--- config.mk ---
export PLATFORM = sky130hd
export DESIGN_NAME = ven_machine
export DESIGN_NICKNAME = d
export VERILOG_FILES = /design/src/rtl/ven_machine_pkg.sv /design/src/rtl/ven_machine.sv
export SDC_FILE = /design/constraint.sdc
export NUM_CORES = 1
export LEC_CHECK = 0
export ABC_AREA = 1
export CAP_MARGIN = 20
export CORE_AREA = 8 8 45 47
export CTS_CLUSTER_DIAMETER = 100
export DETAILED_ROUTE_END_ITERATION = 10
export DIE_AREA = 0 0 53 55
export GPL_ROUTABILITY_DRIVEN = 0
export PLACE_DENSITY_LB_ADDON = 0.2
export SLEW_MARGIN = 20
export SYNTH_ARGS = -nofsm -noshare
export SYNTH_HDL_FRONTEND = slang
export SYNTH_SLANG_ARGS = --single-unit
export TNS_END_PERCENT = 50
--- constraint.sdc ---
create_clock -name clk -period 0.9 [get_ports clk]
set_input_delay 0.18 -clock clk [delete_from_list [all_inputs] [get_ports clk]]
set_output_delay 0.18 -clock clk [all_outputs]
set_load 0.02 [all_outputs]
--- src/rtl/ven_machine_pkg.sv ---
// Shared types and code constants for the single-product vending controller.
package ven_machine_pkg;

  localparam int unsigned COIN_W  = 2;
  localparam int unsigned STATE_W = 2;

  typedef enum logic [STATE_W-1:0] {
    S0  = 2'b00,
    S5  = 2'b01,
    S10 = 2'b10
  } state_e;

  localparam logic [COIN_W-1:0] COIN_NONE = 2'b00;
  localparam logic [COIN_W-1:0] COIN_5    = 2'b01;
  localparam logic [COIN_W-1:0] COIN_10   = 2'b10;
  localparam logic [COIN_W-1:0] COIN_BAD  = 2'b11;

  localparam logic [COIN_W-1:0] CHG_NONE = 2'b00;
  localparam logic [COIN_W-1:0] CHG_5    = 2'b01;
  localparam logic [COIN_W-1:0] CHG_10   = 2'b10;

endpackage

--- src/rtl/ven_machine.sv ---
// Vending controller: accumulates 5/10 coins toward a price of 15, pulses vend
// and change from flops, refunds held credit on an idle cycle.
module ven_machine
  import ven_machine_pkg::*;
(
  input  logic              clk,
  input  logic              rst,
  input  logic [COIN_W-1:0] in,
  output logic              out,
  output logic [COIN_W-1:0] change
);

  state_e            c_state;
  state_e            nxt_state;
  logic              out_nxt;
  logic [COIN_W-1:0] change_nxt;

  // State and output registers; reset discards held credit without refund.
  always_ff @(posedge clk) begin
    if (rst) begin
      c_state <= S0;
      out     <= 1'b0;
      change  <= CHG_NONE;
    end else begin
      c_state <= nxt_state;
      out     <= out_nxt;
      change  <= change_nxt;
    end
  end

  // Next-state and output decode; any unlisted combination falls back to S0 with no outputs.
  always_comb begin
    nxt_state  = S0;
    out_nxt    = 1'b0;
    change_nxt = CHG_NONE;
    case (c_state)
      S0: begin
        case (in)
          COIN_NONE: nxt_state = S0;
          COIN_5:    nxt_state = S5;
          COIN_10:   nxt_state = S10;
          COIN_BAD:  nxt_state = S0;
          default:   nxt_state = S0;
        endcase
      end
      S5: begin
        case (in)
          COIN_NONE: change_nxt = CHG_5;
          COIN_5:    nxt_state  = S10;
          COIN_10:   out_nxt    = 1'b1;
          COIN_BAD:  nxt_state  = S5;
          default:   nxt_state  = S0;
        endcase
      end
      S10: begin
        case (in)
          COIN_NONE: change_nxt = CHG_10;
          COIN_5:    out_nxt    = 1'b1;
          COIN_10: begin
            out_nxt    = 1'b1;
            change_nxt = CHG_5;
          end
          COIN_BAD:  nxt_state  = S10;
          default:   nxt_state  = S0;
        endcase
      end
      default: nxt_state = S0;
    endcase
  end

endmodule

* Word-level counts from Yosys, hierarchy flattened
Cells that the tools add are included.
** Storage, ports and cells
- Register bits :: 5
- Bits in latches :: 0
- RAM bits :: 0
- Memory bits (read-only) :: 0
- Input port bits :: 4
- Output and inout port bits :: 3
- Word-level logic and storage cells :: 22
- Memories :: 0
** Operators by class
- Add/sub/neg operators :: 0
- $mul :: 0
- Div/mod/pow operators :: 0
- Magnitude comparators :: 0
- Equal/unequal tests :: 5
- Shift operators :: 0
- Multiplexer cells :: 10
- Bitwise operators :: 0
- Reductions and logical operators :: 4
** Operator list (number)
- 2-bit case mux with 2 select lines :: 3
- 2-bit case mux with 3 select lines :: 2
- 2-bit == test, second input constant :: 3
- 2-bit by 1-bit == test with 1-bit output, second input constant :: 2
- 2-bit zero test :: 2
- 2-bit OR reduction :: 2
- 1-bit two-way mux :: 3
- 2-bit two-way mux :: 1
- 1-bit case mux with 2 select lines :: 1

* Longest topological paths before layout
Gate-level depths: netlist (run 1).
- Depth after elaboration :: 4
- Gate-level depth with buffers :: 6
- Gate-level depth less buffers :: 6

* Least setup slack after synthesis (run 1)
No wires, ideal clock.
- Path kind :: flip-flop to flip-flop
- Start :: register c_state[0]
- End :: register c_state[1]
- Library setup time :: 109 ps
- Data arrival time :: 843 ps
- Required time :: 791 ps
- Path slack :: -52 ps
- Cell stages (with the launch flop) :: 7
- Path buffers :: 0
- Clock period less this slack :: 952 ps
- Path through :: dfxtp_1 > inv_1 > ha_1 > nand2_1 > nand3_1 > nand2_1 > inv_1
** On the way
- Longest elaborated chain between the ends :: 2
- Elaborated cells between the ends (all ways) :: 4
- Those cells by class :: eq/ne (2); mux (1); reduce/logical (1)
** Ends and longest elaborated chain
- start: declaration :: RTL line ven_machine.sv:13 : state_e c_state;
- start signal: assignment :: RTL line ven_machine.sv:25 : c_state <= nxt_state;
- 2-bit == test (tied with other cells) :: RTL line ven_machine.sv:36 : case (c_state)
- 2-bit case mux with 3 select lines (*) :: RTL line ven_machine.sv:36
Every way passes the cells marked *; elsewhere a longest branch is shown, timed or not.
A chain may end at the register's enable or synchronous reset.

* Worst setup path after layout (run 1)
- Start :: register c_state[1]
- End :: register c_state[1]
The elaborated chain is that of the path after synthesis.

==> metrics.md, run 1 <==
| Metric | Value |
|---|---|
| Status | finished, violations left |
| Failing checks | setup timing |
| Clock Skew | ~0.0065 ns |
| Final core occ | between 30% and 40% |
| Seq cells post-synth | 5 |
| Drt initial violations | 0 |
| HP Class | in2reg |
| HPWL Detailed | between 400 and 500 um |
| Core area | 1380 um2 |
| Yosys top cell area share | between 40% and 50% |
| Die width | between 50 and 60 um |
| Rows | 14 |
| Final period util | 103% |
| Number of CTS-inserted buffers | 3 |
| Post-Syn Instances | 40 |
| Die height | between 50 and 60 um |
| First-pass GRT wire length | around 1100 um |
| Simple-Gate Fraction of Synth Area | ~18% |
| CP arrival | approximately 1.1 ns |
| Diode count | 0 |
| Share of cells above drive strength 1 | 51.9% |
| Max Clock Freq | 1080 MHz |
| Top cells by area, synth | ha_1 40%, dfxtp_1 29%, nand2_1 13% |
| Worst-path clk slew | roughly 0.05 ns |
| Mux contribution to synthesized area | 0% |
| Seq/Total Area, Yosys | 29.3% |
| Die Area | 2920 um2 |
| Area leader, netlist | ha_1 |
| Nets | 68 |
| CTS root buffer | clkbuf_4 |
| Number of global-route vias before repair | between 200 and 300 |
| Area Growth Syn to Fin | 60.8% |
| Post-Route WL | ~700 um |
| H-tree Lvls | 1 |
| Worst-Margin Slew | roughly 0.16 ns |
| Worst slack, placed | -0.445 ns |
| WL per Instance | 10.3 um |
| Number of top-level pins | 7 |
| DR vias/cell | 3.99 |
| Mapped Area | 342 um2 |
| Leak | about 0.25 nW |
| Total track usage | between 5 and 6% |
| Crit path max fanout | 3 |
| CP Data Required Time | 1.04 ns |
| Post-DRT Antenna Nets | 0 |
| Slew HR | between 80 and 90% |
| Pwr Total | a little over 0.0006 W |
| Length in cells of the worst reg-to-reg path | 6 |
| CP endpoint kind | flip-flop |
| RSZ-0062 raised after global routing | true |
| TritonCTS clock tree | yes |
| Filler cells | approximately 150 |
| PwrDens | ~1100 nW/um2 |
| Largest net degree at the start of global routing | 6 |
| Final Hold Fails | 0 |
| XOR/XNOR Fraction of Synth Area | 0% |
| Multi-input logic area | 299 um2 |
| Final setup fails | 1 |
| Compound-Gate Fraction of Synth Area | under 10% |
| Setup TNS | -0.0268 ns |
| Worst vdd ir | ~0.28 mV |
| Clock net sink count | 5 |
| Initial Util | between 20% and 30% |
| Clock latency on the worst-skew pair | between 0.2 and 0.25 ns |
| Critical path class | reg2reg |
| Largest family of logic cells by synthesized area | adder cells |
| Total gr overflow | 0 |
| Synth cell types | 9 |
| Post-Synth Adder-Cell Area | 40.3% |
| IO Port Bufs | 6 |
| Post-layout min period | just over 0.9 ns |
| DRC viols | 0 |
| YS warnings | 0 |
| Via count | roughly 270 |
| CTS Buffer Depth | 2 |
| Hold depth | 5 |
| DRT Pass-1 Iters | 1 |
| Max-cap violations | 0 |
| Initial antenna violation count | 0 |
| Slew Viols, Final | 0 |
| Sequential cell area | ~110 um2 |
| Syn nets | 55 |
| Hold-fix buffers, CTS | 0 |
| CP startpoint kind | flip-flop |
| Avg Inst Size Synth | 8.54 um2 |
| Final Worst Setup Slack | -0.0268 ns |
## final timing paths
path / startpoint / endpoint / slack (ns)
min: in[0] / change[1] / 0.57
min reg2reg: c_state[1] / change[1] / 0.68
max: c_state[1] / c_state[1] / -0.03
max reg2reg: c_state[1] / c_state[1] / -0.03
## cells in the mapped netlist
library cell / count
nor2_2: 1
a21boi_2: 1
dfxtp_1: 5
inv_1: 6
nor2_1: 1
a21oi_1: 2
ha_1: 11
nand3_1: 1
nand2_1: 12
## cells by family after synthesis
family,after synthesis
compound gates,3
fa+ha+maj,11
buf+inv,6
flops,5
simple gates,15
## sequential cells by signal, summed over array words and instances, names as in the netlist
signal / cells
change: 2
out: 1
c_state: 2
## layout by cell type (no fill, tap or decap)
| cell | n |
|---|---|
| clkbuf_1 | 1 |
| a21oi_2 | 2 |
| nand2_1 | 8 |
| inv_6 | 1 |
| inv_1 | 3 |
| ha_4 | 4 |
| buf_6 | 1 |
| a21boi_2 | 1 |
| clkdlybuf4s50_1 | 1 |
| dfxtp_1 | 3 |
| inv_2 | 1 |
| nand2_2 | 3 |
| dlygate4sd2_1 | 2 |
| nand3_2 | 1 |
| dfxtp_4 | 2 |
| buf_4 | 3 |
| ha_1 | 7 |
| buf_2 | 1 |
| inv_4 | 1 |
| nor2_2 | 2 |
| clkbuf_4 | 3 |
| nand2_4 | 1 |
## layout make-up
| cell class | instances | share of cell area (%) |
|---|---|---|
| multi-input cells | 29 | 54.4 |
| repair buffers | 8 | 12.1 |
| well taps | 16 | 3.64 |
| inverters | 6 | 5.47 |
| flip-flops and latches | 5 | 19.6 |
| clock buffers | 4 | 4.78 |
## power breakdown
part / switching [W] / leakage [nW] / internal [W]
clock network: 0.0000921 / 0.0150 / 0.000168
registers: 0.0000106 / 0.0420 / 0.000226
logic: 0.0000621 / 0.195 / 0.0000581
## stage by stage
stage,instances,hold slack [ns],cell area [um2]
CTS,68,0.565,453
finish,68,0.572,549
detailed placement,63,0.664,433
global placement,63,0.672,433
floorplan,40,0.320,345
global route,68,0.604,549
## what timing repair did
item / 4_1_cts / 5_1_grt
resized for setup: 19 / 23
setup buffers: 1 / 0
pin swaps: 1 / 6
endpoints found under the setup margin: 8 / 7
## worst max-delay path, cell delays in order, from the launching register on
cell     delay (ns)
dfxtp_4        0.38
inv_6          0.05
ha_4           0.16
nand2_2        0.06
nand3_2        0.07
nand2_1        0.06
inv_1          0.04
## per-layer routing
layer	up-vias	GRT usage, %	part of all wire, %
met3	4	1.60	5.5
met5	-	0	0
met1	112	5.78	43
li1	146	-	-
met2	9	6.45	46
met4	0	9.05	5.0
Power figures use the tool's default switching activity.
==> run 2: changes to the inputs <==
--- a/config.mk
+++ b/config.mk
@@ -17,4 +17,4 @@
 export SYNTH_ARGS = -nofsm -noshare
 export SYNTH_HDL_FRONTEND = slang
 export SYNTH_SLANG_ARGS = --single-unit
-export TNS_END_PERCENT = 50
+export TNS_END_PERCENT = 100
==> run 2 against run 1 <==
- the flow still finishes with violations (setup timing)
- sequential share of layout area up 0.13 points
- setup slack better by 0.0075 ns
- power down 2.2%
- die area unchanged
- clock power down 2%
- via count down 0.74%
- worst hold slack worse by 0.0038 ns
- largest cell class unchanged
==> metrics.md, run 2 (synthesis results as in run 1) <==
| Metric | Value |
|---|---|
| Status | finished, violations left |
| Failing checks | setup timing |
| CP startpoint kind | flip-flop |
| Critical path class | reg2reg |
| Number of global-route vias before repair | 275 (+0.36%) |
| Slew HR | 89.1% (unchanged) |
| Sw power | 0.000151 W (-8.2%) |
| Total track usage | 5.41% (+0.055 points) |
| DR vias/cell | 3.90 (-2.2%) |
| Filler cells | 146 (unchanged) |
| Number of CTS-inserted buffers | 3 (unchanged) |
| Final period util | 102% (-0.83 points) |
| Hold depth | 5 (unchanged) |
| First-pass GRT wire length | 1100 um (+0.64%) |
| Hold-fix buffers, CTS | 0 (unchanged) |
| CP endpoint kind | flip-flop |
| Clock power frac | 42.1% (about the same) |
| Sw Share | 25.1% (-1.6 points) |
| Final Worst Setup Slack | -0.0194 ns (+0.00745 ns) |
| Core area | 1380 um2 (unchanged) |
| Worst slack, placed | -0.445 ns (unchanged) |
| HP Class | in2reg |
| Initial antenna violation count | 0 (unchanged) |
| Drt initial violations | 1 (+1) |
| Setup TNS | -0.0417 ns (-0.0149 ns) |
| Internal | 0.000452 W (about the same) |
| Total gr overflow | 0 (unchanged) |
| Post-DRT Antenna Nets | 0 (unchanged) |
| Clock net sink count | 5 (unchanged) |
| Via count | 269 (-0.74%) |
| Clock latency on the worst-skew pair | 0.24 ns (about the same) |
| PwrDens | 1130 nW/um2 (+0.79%) |
| Worst-path clk slew | 0.04 ns (about the same) |
| Pwr Total | 0.000603 W (-2.2%) |
| Die height | 55 um (unchanged) |
| Die width | 53 um (unchanged) |
| Post-layout min period | 0.919 ns (-0.00745 ns) |
| Die Area | 2920 um2 (unchanged) |
| Diode count | 0 (unchanged) |
| Rows | 14 (unchanged) |
| Commonest non-fill, non-tap cells in the layout | 8 x nand2_1, 8 x ha_1, 4 x nand2_2 |
| Length in cells of the worst reg-to-reg path | 4 (-2) |
| RSZ-0062 raised after global routing | true |
| WL per Instance | 9.00 um (-12%) |
| CTS Buffer Depth | 2 (unchanged) |
| Biggest regs | c_state (2), change (2), out (1) |
| Max-cap violations | 0 (unchanged) |
| Reg power frac | 39.1% (+0.7 points) |
| Crit path max fanout | 4 (+1) |
| CTS root buffer | clkbuf_4 |
| Post-Route WL | 621 um (-11%) |
| Final Hold Fails | 0 (unchanged) |
| CP arrival | 1.06 ns (about the same) |
| Final setup fails | 4 (+3) |
| TritonCTS clock tree | yes |
| Slew Viols, Final | 0 (unchanged) |
| Worst-Margin Slew | 0.163 ns (unchanged) |
| CP Data Required Time | 1.04 ns (about the same) |
| IO Port Bufs | 6 (unchanged) |
| H-tree Lvls | 1 (unchanged) |
| HPWL Detailed | 460 um (unchanged) |
| Comb power frac | 18.8% (-0.7 points) |
| Number of top-level pins | 7 (unchanged) |
| Nets | 69 (+1.5%) |
| Area Growth Syn to Fin | 56.0% |
| Largest net degree at the start of global routing | 6 (unchanged) |
| Share of cells above drive strength 1 | 49.1% (-2.9 points) |
| Worst vdd ir | 0.282 mV (-0.67%) |
| Initial Util | 24.7% (unchanged) |
| DRT Pass-1 Iters | 2 (+1) |
| Leak | 0.249 nW (-1.3%) |
| DRC viols | 0 (unchanged) |
| Clock Skew | 0.00254 ns (-0.00393 ns) |
| Max Clock Freq | 1090 MHz (+0.81%) |
-- run 2: cell count changes in the layout (fill, tap and decap cells not counted), sizes merged --
cell / delta
buf: +1
-- run 2: final cells by class --
type	instances	area [um2]	share of cell area [%]
flip-flops and latches	5	105	19.7
repair buffers	9	77.6	14.6
inverters	6	25.0	4.69
clock buffers	4	26.3	4.93
multi-input cells	29	279	52.3
well taps	16	20.0	3.76
-- run 2: critical path, cell delays in order, from the launching register on --
cell	delay, ns
dfxtp_4	0.36
buf_4	0.13
ha_1	0.20
nand2_1	0.07
a21oi_2	0.05
-- run 2: metal layers --
metal,track usage [%],vias up,part of all wire (%)
met3,1.60,4,6.6
met5,0,-,0
met2,6.64,9,41
li1,-,146,-
met1,5.78,110,44
met4,9.05,0,7.6
-- run 2: path summary, 6_finish.rpt --
check / from / end / slack [ns]
min reg2reg: c_state[1] / c_state[1] / 0.68
max reg2reg: c_state[0] / out / -0.02
max: c_state[0] / out / -0.02
min: in[0] / change[1] / 0.57
-- run 2: power groups by stage --
stage / logic, W / registers (W) / clock network (W)
6_report: 0.000113 / 0.000236 / 0.000254
3_5_place_dp: 0.0000817 / 0.000238 / 0
4_1_cts: 0.000112 / 0.000235 / 0.000270
5_1_grt: 0.000129 / 0.000237 / 0.000276
2_1_floorplan: 0.0000464 / 0.000238 / 0
3_3_place_gp: 0.0000831 / 0.000238 / 0
-- run 2: through the flow --
stage	cell area, um2	hold WS [ns]	instances	util (%)
after CTS	509	0.565	69	36.8
after detailed placement	433	0.664	63	31.3
after global placement	433	0.672	63	31.3
after floorplan	345	0.320	40	-
after global routing	533	0.604	69	38.5
final	533	0.568	69	38.5
-- run 2: what timing repair did --
action | 4_1_cts | 5_1_grt
buffers inserted | 2 | 0
gates resized for setup | 30 | 6
endpoints found under the setup margin | 8 | 7
endpoints found under the hold margin | 0 | 0
pin swaps | 4 | 3
